File: src/rtl/elevator_pkg.sv
// Shared types and constants for the SCAN elevator controller.
//   state_t      : controller state (IDLE, MOVE, DOOR)
//   DIR_UP/DN    : encoding of the dir output
//   seg7_decode  : decimal digit -> gfedcba segments, active-high, blank above 9
package elevator_pkg;

    typedef enum logic [1:0] {
        IDLE = 2'd0,
        MOVE = 2'd1,
        DOOR = 2'd2
    } state_t;

    localparam logic DIR_UP = 1'b1;
    localparam logic DIR_DN = 1'b0;

    function automatic logic [6:0] seg7_decode(input logic [3:0] digit);
        logic [6:0] seg;
        case (digit)
            4'd0:    seg = 7'h3F;
            4'd1:    seg = 7'h06;
            4'd2:    seg = 7'h5B;
            4'd3:    seg = 7'h4F;
            4'd4:    seg = 7'h66;
            4'd5:    seg = 7'h6D;
            4'd6:    seg = 7'h7D;
            4'd7:    seg = 7'h07;
            4'd8:    seg = 7'h7F;
            4'd9:    seg = 7'h6F;
            default: seg = 7'h00;
        endcase
        return seg;
    endfunction

endpackage

File: src/rtl/elevator_seg7.sv
// Floor number to 7-segment decoder (purely combinational).
//   floor    in  FLOOR_W  current floor
//   segments out 7        gfedcba, active-high
module elevator_seg7 #(
    parameter int FLOOR_W = 2
) (
    input  logic [FLOOR_W-1:0] floor,
    output logic [6:0]         segments
);
    import elevator_pkg::*;

    logic [3:0] digit;

    // Floors never exceed 9, so widening to one BCD digit is lossless.
    assign digit    = 4'(floor);
    assign segments = seg7_decode(digit);

endmodule

File: src/rtl/elevator_scan_ctrl.sv
// N-floor elevator controller with latched call buttons and SCAN scheduling:
// keeps travelling one way while calls remain ahead, then reverses.
//   clock, reset   system clock, synchronous active-high reset
//   en             step tick; timers and FSM transitions advance only on en
//   stop           level; freezes FSM and timers (call latch keeps running)
//   req            call-button pulses, one bit per floor
//   floor          current floor
//   dir            1=up, 0=down (last committed direction)
//   moving         high in MOVE
//   door_open      high in DOOR
//   pending        latched, not-yet-served calls
//   changes_count  saturating count of direction reversals
//   floor_display  7-segment decode of floor
module elevator_scan_ctrl #(
    parameter int N_FLOORS     = 4,
    parameter int TRAVEL_TICKS = 3,
    parameter int DOOR_TICKS   = 2,
    parameter int CNT_W        = 4,
    localparam int FLOOR_W     = $clog2(N_FLOORS)
) (
    input  logic                clock,
    input  logic                reset,
    input  logic                en,
    input  logic                stop,
    input  logic [N_FLOORS-1:0] req,
    output logic [FLOOR_W-1:0]  floor,
    output logic                dir,
    output logic                moving,
    output logic                door_open,
    output logic [N_FLOORS-1:0] pending,
    output logic [CNT_W-1:0]    changes_count,
    output logic [6:0]          floor_display
);
    import elevator_pkg::*;

    localparam int MAX_TICKS = (TRAVEL_TICKS > DOOR_TICKS) ? TRAVEL_TICKS : DOOR_TICKS;
    localparam int TMR_W     = $clog2(MAX_TICKS + 1);

    state_t              state_reg, state_next;
    logic [FLOOR_W-1:0]  floor_reg, floor_next;
    logic                dir_reg, dir_next;
    logic [TMR_W-1:0]    tmr_reg, tmr_next;
    logic [N_FLOORS-1:0] pending_reg, pending_next;
    logic [CNT_W-1:0]    changes_reg, changes_next;

    // Floor reached at the end of the current hop; only meaningful in MOVE,
    // where a call ahead guarantees it stays in range.
    logic [FLOOR_W-1:0]  floor_step;
    assign floor_step = (dir_reg == DIR_UP) ? floor_reg + FLOOR_W'(1)
                                            : floor_reg - FLOOR_W'(1);

    // Per-floor position masks relative to the current floor and the next hop.
    logic [N_FLOORS-1:0] here_mask, above_mask, below_mask;
    logic [N_FLOORS-1:0] step_mask, above_step_mask, below_step_mask;

    for (genvar gi = 0; gi < N_FLOORS; gi++) begin : g_masks
        assign here_mask[gi]       = (FLOOR_W'(gi) == floor_reg);
        assign above_mask[gi]      = (FLOOR_W'(gi) >  floor_reg);
        assign below_mask[gi]      = (FLOOR_W'(gi) <  floor_reg);
        assign step_mask[gi]       = (FLOOR_W'(gi) == floor_step);
        assign above_step_mask[gi] = (FLOOR_W'(gi) >  floor_step);
        assign below_step_mask[gi] = (FLOOR_W'(gi) <  floor_step);
    end

    logic here, ahead_up, ahead_dn, arrive_call, ahead_after_step;
    assign here             = |(pending_reg & here_mask);
    assign ahead_up         = |(pending_reg & above_mask);
    assign ahead_dn         = |(pending_reg & below_mask);
    assign arrive_call      = |(pending_reg & step_mask);
    assign ahead_after_step = (dir_reg == DIR_UP) ? |(pending_reg & above_step_mask)
                                                  : |(pending_reg & below_step_mask);

    // While the door is open the call at this floor is being served, so it
    // is masked out; a fresh press here only extends the dwell.
    logic [N_FLOORS-1:0] clr;
    logic                door_repress;
    assign clr          = (state_reg == DOOR) ? here_mask : '0;
    assign door_repress = (state_reg == DOOR) && |(req & here_mask);
    assign pending_next = (pending_reg | req) & ~clr;

    always_comb begin
        state_next   = state_reg;
        floor_next   = floor_reg;
        dir_next     = dir_reg;
        tmr_next     = tmr_reg;
        changes_next = changes_reg;

        if (!stop) begin
            if (door_repress) begin
                tmr_next = '0;
            end else if (en) begin
                case (state_reg)
                    IDLE: begin
                        tmr_next = '0;
                        if (here) begin
                            state_next = DOOR;
                        end else if ((dir_reg == DIR_UP) ? ahead_up : ahead_dn) begin
                            state_next = MOVE;
                        end else if ((dir_reg == DIR_UP) ? ahead_dn : ahead_up) begin
                            state_next = MOVE;
                            dir_next   = ~dir_reg;
                            if (changes_reg != {CNT_W{1'b1}})
                                changes_next = changes_reg + CNT_W'(1);
                        end
                    end
                    MOVE: begin
                        if (tmr_reg == TMR_W'(TRAVEL_TICKS - 1)) begin
                            tmr_next   = '0;
                            floor_next = floor_step;
                            if (arrive_call)
                                state_next = DOOR;
                            else if (!ahead_after_step)
                                state_next = IDLE;
                        end else begin
                            tmr_next = tmr_reg + TMR_W'(1);
                        end
                    end
                    DOOR: begin
                        if (tmr_reg == TMR_W'(DOOR_TICKS - 1)) begin
                            tmr_next   = '0;
                            state_next = IDLE;
                        end else begin
                            tmr_next = tmr_reg + TMR_W'(1);
                        end
                    end
                    default: begin
                        state_next = IDLE;
                        tmr_next   = '0;
                    end
                endcase
            end
        end
    end

    always_ff @(posedge clock) begin
        if (reset) begin
            state_reg   <= IDLE;
            floor_reg   <= '0;
            dir_reg     <= DIR_UP;
            tmr_reg     <= '0;
            pending_reg <= '0;
            changes_reg <= '0;
        end else begin
            state_reg   <= state_next;
            floor_reg   <= floor_next;
            dir_reg     <= dir_next;
            tmr_reg     <= tmr_next;
            pending_reg <= pending_next;
            changes_reg <= changes_next;
        end
    end

    assign floor         = floor_reg;
    assign dir           = dir_reg;
    assign moving        = (state_reg == MOVE);
    assign door_open     = (state_reg == DOOR);
    assign pending       = pending_reg;
    assign changes_count = changes_reg;

    elevator_seg7 #(
        .FLOOR_W (FLOOR_W)
    ) u_seg7 (
        .floor    (floor_reg),
        .segments (floor_display)
    );

endmodule

File: config.mk
export PLATFORM = sky130hd
export DESIGN_NAME = elevator_scan_ctrl
export DESIGN_NICKNAME = d
export VERILOG_FILES = /design/src/rtl/elevator_pkg.sv /design/src/rtl/elevator_seg7.sv /design/src/rtl/elevator_scan_ctrl.sv
export SDC_FILE = /design/constraint.sdc
export NUM_CORES = 1
export LEC_CHECK = 0
export CAP_MARGIN = 20
export CORE_UTILIZATION = 28
export CTS_CLUSTER_DIAMETER = 60
export DETAILED_ROUTE_END_ITERATION = 7
export GPL_TIMING_DRIVEN = 0
export SLEW_MARGIN = 10
export SYNTH_ARGS = -nofsm -noshare
export SYNTH_HDL_FRONTEND = slang
export SYNTH_HIERARCHICAL = 1
export SYNTH_SLANG_ARGS = --single-unit
File: constraint.sdc
create_clock -name clock -period 5.5 [get_ports clock]
set_clock_uncertainty 0.1 [all_clocks]
set_input_delay 0.825 -clock clock [delete_from_list [all_inputs] [get_ports clock]]
set_output_delay 0.825 -clock clock [all_outputs]
set_load 0.05 [all_outputs]
### Yosys cells after proc, flatten, opt, wreduce, memory -nomap -nowiden

Memories as Yosys holds them, arrays and structs flattened. A register that Yosys moved wholly into a read port is not among the register bits.
Index checks and enable logic that the tools add are counted.

| operators by class | value |
|---|---|
| order comparisons | 16 |
| reductions and logical operators | 17 |
| eq/ne operators | 15 |
| bitwise logic cells | 15 |
| add/sub/neg operators | 4 |
| mux-type cells | 20 |

Operators with widths:

| kind | count |
|---|---|
| $and 4x4->4 | 8 |
| $reduce_or 4->1 | 7 |
| $mux 2 | 12 |
| $reduce_and 7->1 | 2 |
| $mux 4 | 3 |
| $eq 2x2->1 const A | 4 |
| $gt 1x2->1 const A | 4 |
| $gt 2x2->1 const A | 4 |
| $lt 1x2->1 const A | 4 |
| $lt 2x2->1 const A | 4 |
| $ne 4x4->1 const B | 2 |
| $reduce_and 8->1 | 1 |
| $logic_not 2->1 | 3 |
| $pmux 2 s3 | 1 |
| $not 1->1 | 5 |
| $reduce_and 5->1 | 1 |
| $add 2x1->2 const B | 2 |
| $add 4x1->4 const B | 1 |
| $eq 1x2->1 const A | 2 |
| $eq 2x1->1 const B | 2 |
| $eq 2x2->1 const B | 2 |
| $ne 2x1->1 const B | 2 |
| $not 4->4 | 1 |
| $or 4x4->4 | 1 |
| other kinds (7) | 9 |

| word-level totals | value |
|---|---|
| bits in read-only memories | 112 |
| input bits | 8 |
| output and inout bits | 20 |
| register bits | 15 |
| memories kept | 1 |

Memories:

| name | depth | width | read ports | clocked after Yosys merged registers in | write ports | RTL line | RTL |
|---|---|---|---|---|---|---|---|
| (no name shown) | 16 | 7 | 1 | 1 | 0 | elevator_pkg.sv:18 | `case (digit)` |

### Logic depth before layout (Yosys ltp)

| depth | value |
|---|---|
| depth in word-level cells | 10 |
| depth in mapped cells | 8 |
| mapped depth without buffers | 7 |

### Cells and area by module

The synthesis kept the hierarchy.

Modules (own cells, without submodules):

| module | instances | cells an instance | area an instance (um2) |
|---|---|---|---|
| elevator_scan_ctrl | 1 | 125 | 1,087.3 |
| elevator_seg7 | 1 | 8 | 46.3 |

### Worst setup path after synthesis

OpenSTA, ideal clock, no wires.

| timing path | value |
|---|---|
| path kind | register to register |
| start | reg floor_reg[0] (netlist: floor[0]) |
| end | reg state_reg[0] |
| arrival time | 2,580 ps |
| setup slack | 2,697 ps |
| library setup time | 123 ps |
| clock period less this slack | 2,803 ps |
| cell stages (with the launch flop) | 9 |
| cells stage by stage | dfxtp_1 -> buf_2 -> inv_1 -> ha_1 -> xnor2_2 -> mux4_1 -> a2111oi_2 -> or4_4 -> mux2_1 |

| on the way | value |
|---|---|
| longest elaborated chain between the ends | 8 |

RTL lines:

| what | RTL line | RTL |
|---|---|---|
| from (decl) | elevator_scan_ctrl.sv:40 | `logic [FLOOR_W-1:0] floor_reg, floor_next;` |
| from (signal assigned) | elevator_scan_ctrl.sv:145 | `floor_reg <= floor_next;` |
| $sub 2x1->2 / $add 2x1->2 (equally long branches) | elevator_scan_ctrl.sv:50, elevator_scan_ctrl.sv:49 |  |
| $mux 2 | elevator_scan_ctrl.sv:49 | `assign floor_step = (dir_reg == DIR_UP) ? floor_reg + FLOOR_W'(1)` |
| $lt 1x2->1, or another cell as far along | elevator_scan_ctrl.sv:62 | `assign below_step_mask[gi] = (FLOOR_W'(gi) < floor_step);` |
| $and 4x4->4 (on tied branches) | elevator_scan_ctrl.sv:71, elevator_scan_ctrl.sv:69, elevator_scan_ctrl.sv:70 |  |
| $reduce_or 4->1 (on tied branches) | elevator_scan_ctrl.sv:71, elevator_scan_ctrl.sv:69, elevator_scan_ctrl.sv:70 |  |
| $mux 1 / $mux 2 (equally long branches) | elevator_scan_ctrl.sv:70, elevator_scan_ctrl.sv:110 |  |
| $ne 3x3->1 (no line) / $mux 2 (equally long branches) | - |  |
| $reduce_and 7->1 (no line) / $pmux 2 s3 (equally long branches) | - |  |
| to (signal assigned) | elevator_scan_ctrl.sv:144 | `state_reg <= state_next;` |
| to (decl) | elevator_scan_ctrl.sv:39 | `state_t state_reg, state_next;` |

Parallel ways exist; a longest one is shown, timed or not. The select of a mux whose other input is x is not followed.
A chain may end at the register's enable or synchronous reset.

==> impl_metrics.yaml <==
outcome:
  status: "finished clean"
logic_synthesis:
  ys_types: 43
  ys_warn_count: 6
  syn-num-nets: 150
  synth_flop_cell: "dfxtp_1"
  synth-edff-count: 0
  synth_area_per_cell_sq_um: 8.52
  yosysSeqAreaShare_pct: 26.5
  synth_cells: 133
  async_flop_share_pct: 0
  synth_seq_cells: 15
  synthesis.area_sq_um: 1130
global_route:
  grt_usage_pct: 14.5
  grt_pass1_wl_microns: 4900
  antenna_found_initial: 0
  grt_pass1_vias: 1050
  grt.overflow.total: 0
  grt_max_degree: 12
routing:
  post_drt_wl_per_cell_microns: 13.4
  wirelength_microns: 2800
  drtIter0Drc: 22
  drc_errors: 0
  dr_total_vias: 1114
  drt-pass1-iter-count: 4
  antenna_left: 0
  vias_per_cell: 5.30
placement:
  gp_congestion: 0.797
  port_buffers: 25
  dp_slack_ns: 2.64
  place_inst: 206
  place_area_sq_um: 1440
  dp_hpwl_microns: 2140
min_path:
  hold_class: "reg2reg"
  min-delay-start: "changes_count[2]$_SDFFE_PP0P_"
  hold_depth: 2
sta:
  tightestPinTransition_ns: 0.634
  fin_crit_sh_pct: 51.2
  setup_tns_ns: 0
  finalSetupViolCount: 0
  layout_setup_ws_ns: 2.68
  finalMaxSlewViolations: 0
  max-slew-margin-rel_pct: 57.4
  fin_crit_ns: 2.82
  rsz0062_at_grt: "no"
  max_freq_mhz: 355
  finalHoldViolations: 0
clock_network:
  cts_setup_buffers: 0
  cts_hold_buf: 0
  clk_latency_ns: 0.26
  cts_buffers: 3
  clkSlewWorstSetupHoldPaths_ns: 0.07
  htreeDepth: 1
  cts_root_buf: "clkbuf_8"
  clk_path_buf_depth: 2
  cts_tree: "done"
  clkSinkCount: 15
  cts_resized: 0
pwr:
  irDropWorstVdd_mv: 0.0762
  p_leak_nw: 0.543
  powerDensity_nw_per_um2: 183
floorplanning:
  die_w_microns: 65.6
  die-area_sq_um: 4310
  row_count: 22
  design.core.area_sq_um: 3770
  start_util_pct: 30.1
  die_y_microns: 65.6
  io_pins: 28
final_layout:
  nets: 180
  antenna_cells: 0
  fin_area_sq_um: 1490
  seq_area_sq_um: 300
  multiInputGateArea_sq_um: 737
  n_fill_cell: 366
  drive_gt1_share_pct: 11.7
  stdcell_count: 210
  syn_to_final_growth_pct: 31.3
  finalCoreUtilization_pct: 39.5
critical_path:
  reg2reg_from: "floor[0]$_SDFFE_PP0P_"
  reg2reg_depth: 8
  path_class: "reg2out"
  startpoint: "floor[1]$_SDFFE_PP0P_"
  critPathMaxFanout: 11
  arrival_ns: 1.89
  critPathCaptureType: "primary output"
  r2r_slack_ns: 2.82
  critical_path_required_ns: 4.58
  startpoint_type: "flip-flop"
job:
  maxCapViolations: 0
## power breakdown
part / leakage [nW] / internal, mW / switching (mW) / total [mW]
Combinational: 0.398 / 0.0244 / 0.0365 / 0.0609
Clock: 0.0228 / 0.0515 / 0.0431 / 0.0946
Sequential: 0.122 / 0.112 / 0.00428 / 0.116
Total: 0.543 / 0.188 / 0.0839 / 0.272
## final cells by class
class,count,area share [%]
multi-input cells,98,49.5
clock buffers,4,3.03
flip-flops and latches,15,20.2
repair buffers,25,16.8
inverters,12,3.03
well taps,48,4.03
plain buffers,8,3.45
## cell families after synthesis
kind of cell             Yosys count  synth area share, %
adder cells (fa/ha/maj)            9                 9.93
flip-flops                        15                 26.5
XOR/XNOR                           2                 2.21
buffers and inverters             20                 8.50
AND/OR/NAND/NOR                   48                 22.0
multiplexers                       6                 7.06
AO/OA/AOI/OAI                     32                 23.5
other                              1                0.331
## path summary, 6_finish.rpt
kind,endpoint
min reg2reg,changes_count[2]$_SDFFE_PP0P_
min,changes_count[2]$_SDFFE_PP0P_
max,floor_display[3]
max reg2reg,state_reg[0]$_SDFFE_PP0P_
## synth_stat cells (2+ instances only)
library cell / number / area, sq um
a221oi_2: 2 / 30.0
buf_2: 2 / 10.0
a22oi_1: 5 / 37.5
ha_1: 9 / 113
dfxtp_1: 15 / 300
nor3_1: 4 / 20.0
mux2_2: 2 / 22.5
nor2b_1: 3 / 18.8
a211oi_1: 4 / 30.0
clkbuf_1: 2 / 7.51
o221a_2: 2 / 22.5
buf_4: 3 / 22.5
a32oi_1: 2 / 17.5
a21oi_1: 6 / 30.0
and3_1: 2 / 12.5
inv_1: 12 / 45.0
mux2i_1: 2 / 20.0
nand3_1: 4 / 20.0
nand2b_1: 6 / 37.5
nand2_1: 5 / 18.8
nor2_1: 17 / 63.8
or3_1: 2 / 12.5
o21bai_1: 2 / 15.0
## stage by stage
stage / power [mW] / hold WS [ns]
2_1_floorplan: 0.160 / 0.390
3_3_place_gp: 0.177 / 0.395
3_5_place_dp: 0.179 / 0.402
4_1_cts: 0.273 / 0.413
5_1_grt: 0.284 / 0.439
6_report: 0.272 / 0.408
## critical path: stages (launching register included)
cell and delay (ns):
dfxtp_1 0.56, nand2b_1 0.18, buf_4 0.10, clkdlybuf4s50_1 0.79
## per-layer routing
layer  up-vias  routed length [microns]  track usage (%)  share of wire, %
met5         -                        0                0                 0
met4         0                       41             4.62               1.5
met3         5                       69             2.08               2.5
met2        18                     1320             24.4                47
met1       552                     1370             18.7                49
li1        539                        -                -                 -
## cells in the final DEF (no fill, tap or decap), drive strengths merged, types with 2 or more instances in the layout
cell | Yosys | final
nor2 | 17 | 17
dfxtp | 15 | 15
and3 | 2 | 2
nor2b | 3 | 3
o21bai | 2 | 2
ha | 9 | 9
o221a | 2 | 2
nand3 | 4 | 4
clkbuf | 2 | 6
a211oi | 4 | 4
a21oi | 6 | 6
xnor2 | 2 | 2
mux2 | 3 | 3
nand2b | 6 | 6
inv | 12 | 12
clkdlybuf4s50 | 0 | 25
nand2 | 5 | 5
a32oi | 2 | 2
buf | 6 | 6
or3 | 2 | 2
a221oi | 3 | 3
a22oi | 5 | 5
mux2i | 2 | 2
nor3 | 4 | 4
(Power assumes the default switching activity.)
